### src/rtl/core_boot_loader.sv
// Boot sequencer: streams a length-prefixed, XOR-checked program image into
// instruction memory while the core is held in reset, then releases the core.
module core_boot_loader #(
  parameter int unsigned IMEM_DEPTH     = 1024,
  parameter int unsigned TIMEOUT_CYCLES = 100000
) (
  input  logic                          clk,
  input  logic                          reset,
  input  logic                          rx_valid,
  input  logic [7:0]                    rx_data,
  output logic                          rx_ready,
  output logic                          imem_we,
  output logic [$clog2(IMEM_DEPTH)-1:0] imem_addr,
  output logic [31:0]                   imem_wdata,
  output logic                          core_reset,
  output logic                          boot_done,
  output logic                          boot_error,
  output logic [$clog2(IMEM_DEPTH):0]   words_loaded
);

  localparam int AW = $clog2(IMEM_DEPTH);
  localparam int TW = (TIMEOUT_CYCLES < 2) ? 1 : $clog2(TIMEOUT_CYCLES);
  localparam logic [31:0]   DEPTH32  = 32'(IMEM_DEPTH);
  localparam logic [AW:0]   ONE_W    = 1;
  localparam logic [TW-1:0] ONE_T    = 1;
  localparam logic [TW-1:0] TMO_LAST = TW'(TIMEOUT_CYCLES - 1);

  typedef enum logic [2:0] {
    S_LOAD_LEN,
    S_LOAD_DATA,
    S_LOAD_SUM,
    S_RUN,
    S_ERROR
  } state_t;

  state_t        state, state_nx;
  logic [1:0]    byte_idx;
  logic [23:0]   asm_q;      // first three bytes of the current length/word
  logic [AW:0]   n_words;
  logic [7:0]    xsum_q;
  logic [TW-1:0] tmo_q;

  logic          accept;
  logic          tmo_active;
  logic          timeout_hit;
  logic          last_word;
  logic [31:0]   len_full;
  logic [AW:0]   words_nx;

  assign accept     = rx_valid && rx_ready;
  assign len_full   = {rx_data, asm_q};
  assign words_nx   = words_loaded + ONE_W;
  assign last_word  = (words_nx == n_words);
  assign tmo_active = ((state == S_LOAD_LEN) && (byte_idx != 2'd0)) ||
                      (state == S_LOAD_DATA) || (state == S_LOAD_SUM);
  // An accepted byte in the expiry cycle wins over the timeout.
  assign timeout_hit = (TIMEOUT_CYCLES != 0) && tmo_active && !accept &&
                       (tmo_q == TMO_LAST);

  // NOTE: state_nx gets its default first so no path through the block can infer a latch.
  always_comb begin
    state_nx = state;
    unique case (state)
      S_LOAD_LEN: begin
        if (accept && (byte_idx == 2'd3)) begin
          state_nx = ((len_full == 32'd0) || (len_full > DEPTH32)) ? S_ERROR : S_LOAD_DATA;
        end
      end
      S_LOAD_DATA: begin
        if (accept && (byte_idx == 2'd3) && last_word) state_nx = S_LOAD_SUM;
      end
      S_LOAD_SUM: begin
        if (accept) state_nx = (rx_data == xsum_q) ? S_RUN : S_ERROR;
      end
      default: state_nx = state;
    endcase
    if (timeout_hit) state_nx = S_ERROR;
  end

  // Status outputs are registered from the next state so they change on the same edge as state.
  // NOTE: sequential state uses non-blocking assignments so every flop samples pre-edge values.
  always_ff @(posedge clk or posedge reset) begin
    if (reset) begin
      state      <= S_LOAD_LEN;
      rx_ready   <= 1'b1;
      core_reset <= 1'b1;
      boot_done  <= 1'b0;
      boot_error <= 1'b0;
    end else begin
      state      <= state_nx;
      rx_ready   <= (state_nx == S_LOAD_LEN) || (state_nx == S_LOAD_DATA) ||
                    (state_nx == S_LOAD_SUM);
      core_reset <= (state_nx != S_RUN);
      boot_done  <= (state_nx == S_RUN);
      boot_error <= (state_nx == S_ERROR);
    end
  end

  // Instruction memory itself is external and is deliberately left untouched by reset.
  always_ff @(posedge clk or posedge reset) begin
    if (reset) begin
      byte_idx     <= 2'd0;
      asm_q        <= 24'd0;
      n_words      <= '0;
      xsum_q       <= 8'd0;
      tmo_q        <= '0;
      imem_we      <= 1'b0;
      imem_addr    <= '0;
      imem_wdata   <= 32'd0;
      words_loaded <= '0;
    end else begin
      imem_we <= 1'b0;
      if (accept) begin
        byte_idx <= byte_idx + 2'd1;
        asm_q    <= {rx_data, asm_q[23:8]};
        tmo_q    <= '0;
        if ((state == S_LOAD_LEN) && (byte_idx == 2'd3)) begin
          n_words <= len_full[AW:0];
        end
        if (state == S_LOAD_DATA) begin
          xsum_q <= xsum_q ^ rx_data;
          if (byte_idx == 2'd3) begin
            imem_we      <= 1'b1;
            imem_addr    <= words_loaded[AW-1:0];
            imem_wdata   <= len_full;
            words_loaded <= words_nx;
          end
        end
      end else if (tmo_active && !timeout_hit && (TIMEOUT_CYCLES != 0)) begin
        tmo_q <= tmo_q + ONE_T;
      end
    end
  end

endmodule

### config.mk
export PLATFORM = sky130hd
export DESIGN_NAME = core_boot_loader
export DESIGN_NICKNAME = d
export VERILOG_FILES = /design/src/rtl/core_boot_loader.sv
export SDC_FILE = /design/constraint.sdc
export NUM_CORES = 1
export LEC_CHECK = 0
export ABC_AREA = 1
export BUFFER_PORTS_ARGS = -buffer_cell sky130_fd_sc_hd__buf_2
export CAP_MARGIN = 20
export CORE_MARGIN = 10
export CORE_UTILIZATION = 60
export DETAILED_ROUTE_END_ITERATION = 12
export PLACE_DENSITY = 0.82
export SETUP_SLACK_MARGIN = 0.02
export SKIP_CTS_REPAIR_TIMING = 1
export SYNTH_ARGS = -nofsm -noshare
export SYNTH_HDL_FRONTEND = slang
export SYNTH_SLANG_ARGS = --single-unit
### constraint.sdc
create_clock -name clk -period 7.66 [get_ports clk]
set_clock_uncertainty 0.2 [all_clocks]
set_input_delay 1.532 -clock clk [delete_from_list [all_inputs] [get_ports clk]]
set_output_delay 1.532 -clock clk [all_outputs]
set_load 0.01 [all_outputs]
==> out/metrics.yaml <==
status:
  status: "completed"
yosys:
  syn_inst: 705
  synthMuxAreaShare_pct: 0
  synthArstFlopShare_pct: 100
  synth.avg_cell_area_um2: 8.13
  ys_seq_area_share_pct: 53.8
  synth_adder_area_share_pct: 0.873
  yosysWarnings: 0
  ys_seq_elements: 123
  ys.flop_type: "dfrtp_1"
  synth_cell_types: 29
  synth_top_family_by_area: "simple AND/OR/NAND/NOR gates"
  synth_xor_area_share_pct: 1.83
  syn_nets: 720
  synth_simple_gate_area_share_pct: 24.3
  synth_edf_count: 0
  netlist_area_um2: 5730
  synth-compound-area-share_pct: 10.9
routing:
  drt-pass1-iter-count: 5
  drtIter0Drc: 379
  viasPerCell: 5.44
  ant_nets: 0
  wl_per_cell_um: 14.9
  route.vias.total: 4981
  drcViolationCount: 0
  wirelength_mm: 13.6
floorplan:
  die_width_um: 118
  die_h_um: 118
  initial_core_util_pct: 61.7
  die_area_um2: 13900
  pin_count: 69
  core_um2: 9280
  rows: 35
placed_design:
  port_buffers: 68
  hpwl_mm: 9.22
  placed_cells: 884
  gp_routability_congestion: 0.879
  place_area_um2: 6190
layout:
  final_area_um2: 6810
  nets: 789
  final_common_cell: "nand2_1"
  drive_gt1_share_pct: 15.6
  fillers: 682
  diodes: 0
  final_cell_mix: "nand2_1, dfrtp_1, o21ai_0"
  finalNonFillerCells: 915
  area_growth_pct: 18.9
global_routing:
  grt_first_pass_wirelength_mm: 23.4
  track_usage_pct: 20.2
  grt_overflow: 0
  grt_max_degree: 78
  antenna_found_initial: 0
  grt_pass1_vias: 5011
clocking:
  cts_root_buf: "clkbuf_8"
  clock_latency_ps: 520
  clkTransAtPathRegs_ps: 60
  cts_tree: "built"
  clockBufferDepth: 2
  clock-sinks: 123
  cts.htree.levels: 4
  cts_buffers: 17
critical_path:
  critical_path.slowest_cell: "buf_4"
  crit_type: "in -> reg"
  critPathLaunchType: "input port"
  worstPathCellList: "buf_2 > nand2_2 > buf_4 > inv_1 > nor3_1 > nand4_1 > nand2_2 > nor2_4 > nand3_2 > inv_1 > nand2_1 > nor2_1 > nor3_1"
  worstPathMaxFanout: 68
  cpPeakStageDelay_ps: 470
  arrival_ps: 3660
  required_ps: 7880
  end_kind: "flip-flop"
timing:
  fin_tns_setup_ps: 0
  worst_slew_pin_slew_ps: 803
  fmax_ghz: 0.291
  setup_violations: 0
  max_slew_margin_pct: 46.5
  slew_violations: 0
  rsz0062_at_grt: "no"
  whs_ps: 269
  finalHoldViolations: 0
  period_minus_slack_ps: 3430
  post-route-period-util_pct: 44.8
power_and_ir_drop:
  p_comb_share_pct: 1.4
  p_leak_nw: 3.49
  seqPwrFrac_pct: 43.1
  peakVddDrop_uv: 156
  p_int_mw: 1.21
  p_per_area_nw_per_um2: 222
  p_switching_mw: 0.303
  clockPowerShare_pct: 55.5
  switching_share_pct: 20.0
min_path:
  hp-class: "reg -> reg"
job:
  max_cap_violations: 0
==> cell type report <==
class,count,area (um2),area share (%)
clock buffer,21,459,6.74
clock inverter,10,165,2.42
inverter,105,397,5.82
multi-input combinational,456,2180,31.9
sequential,123,3080,45.2
tap,129,161,2.37
timing repair buffer,71,375,5.51
==> final timing paths <==
kind                                            from                         end  slack, ps  cells after the start
setup / recovery                            rx_valid       tmo_q[16]$_DFFE_PP0P_       4230                     13
min in group asynchronous                      reset   imem_wdata[5]$_DFFE_PP0P_        920                      2
hold reg to reg            imem_wdata[3]$_DFFE_PP0P_   imem_wdata[3]$_DFFE_PP0P_        270                      2
setup reg to reg                  rx_ready$_DFF_PP1_  imem_wdata[13]$_DFFE_PP0P_       4850                      9
max in group asynchronous                      reset        asm_q[5]$_DFFE_PP0P_       5050                      3
hold / removal             imem_wdata[3]$_DFFE_PP0P_   imem_wdata[3]$_DFFE_PP0P_        270                      2
==> flip-flops by register name, indices dropped and copies added, names as in the netlist, 3 cells and up <==
| register | cells |
|---|---|
| asm_q | 24 |
| words_loaded | 11 |
| xsum_q | 8 |
| imem_addr | 10 |
| tmo_q | 17 |
| state | 3 |
| n_words | 11 |
| imem_wdata | 32 |
==> cells in the mapped netlist, types with 2 or more instances <==
| library cell | number | share of area [%] |
|---|---|---|
| a21oi_1 | 11 | 0.96 |
| a31oi_1 | 2 | 0.22 |
| clkbuf_1 | 20 | 1.3 |
| dfrtp_1 | 121 | 53 |
| dfstp_2 | 2 | 0.92 |
| ha_1 | 4 | 0.87 |
| inv_1 | 104 | 6.8 |
| nand2_1 | 186 | 12 |
| nand2_2 | 3 | 0.33 |
| nand3_1 | 47 | 4.1 |
| nand3b_1 | 3 | 0.39 |
| nand4_1 | 15 | 1.6 |
| nor2_1 | 35 | 2.3 |
| nor2_2 | 6 | 0.66 |
| nor2_4 | 4 | 0.79 |
| nor3_1 | 11 | 0.96 |
| nor4_1 | 4 | 0.44 |
| o21ai_0 | 103 | 9.0 |
| o21ai_1 | 4 | 0.35 |
| xnor2_1 | 5 | 0.76 |
| xor2_1 | 7 | 1.1 |
==> cells by family after synthesis <==
logic type	after synthesis
adder cells (fa/ha/maj)	4
AO/OA/AOI/OAI	123
AND/OR/NAND/NOR	317
flip-flops	123
buffers and inverters	126
XOR/XNOR	12
==> power groups by stage <==
stage	logic [mW]	clock network, mW	registers (mW)
floorplan	0.0136	0	0.662
global placement	0.0220	0	0.662
detailed placement	0.0224	0	0.662
CTS	0.0224	0.845	0.650
global route	0.0251	0.879	0.650
finish	0.0215	0.838	0.650
==> routing by layer <==
metal  share of wire, %  track usage (%)  wire [um]  vias to the layer above
li1                   -                -          -                     2394
met1                 41             23.8       5590                     2372
met2                 50             33.8       6830                      179
met3                6.3             5.04        858                       36
met4                2.5             9.58        339                        0
met5                  0                0          0                        -
==> worst max-delay path, delay by kind of cell <==
family	cells	cell delay, ps
AND/OR/NAND/NOR	9	1140
buffers and inverters	4	960
==> per-stage QoR <==
| stage | power (mW) | setup WS (ps) | utilization (%) |
|---|---|---|---|
| 6_report | 1.51 | 4230 | 73.4 |
| 5_1_grt | 1.55 | 4060 | 73.4 |
| 4_1_cts | 1.52 | 4290 | 73.4 |
| 3_5_place_dp | 0.684 | 3810 | 66.7 |
| 3_3_place_gp | 0.684 | 3630 | 66.5 |
| 2_1_floorplan | 0.675 | 2660 | - |
No activity file was read; power rests on OpenSTA's default activity.
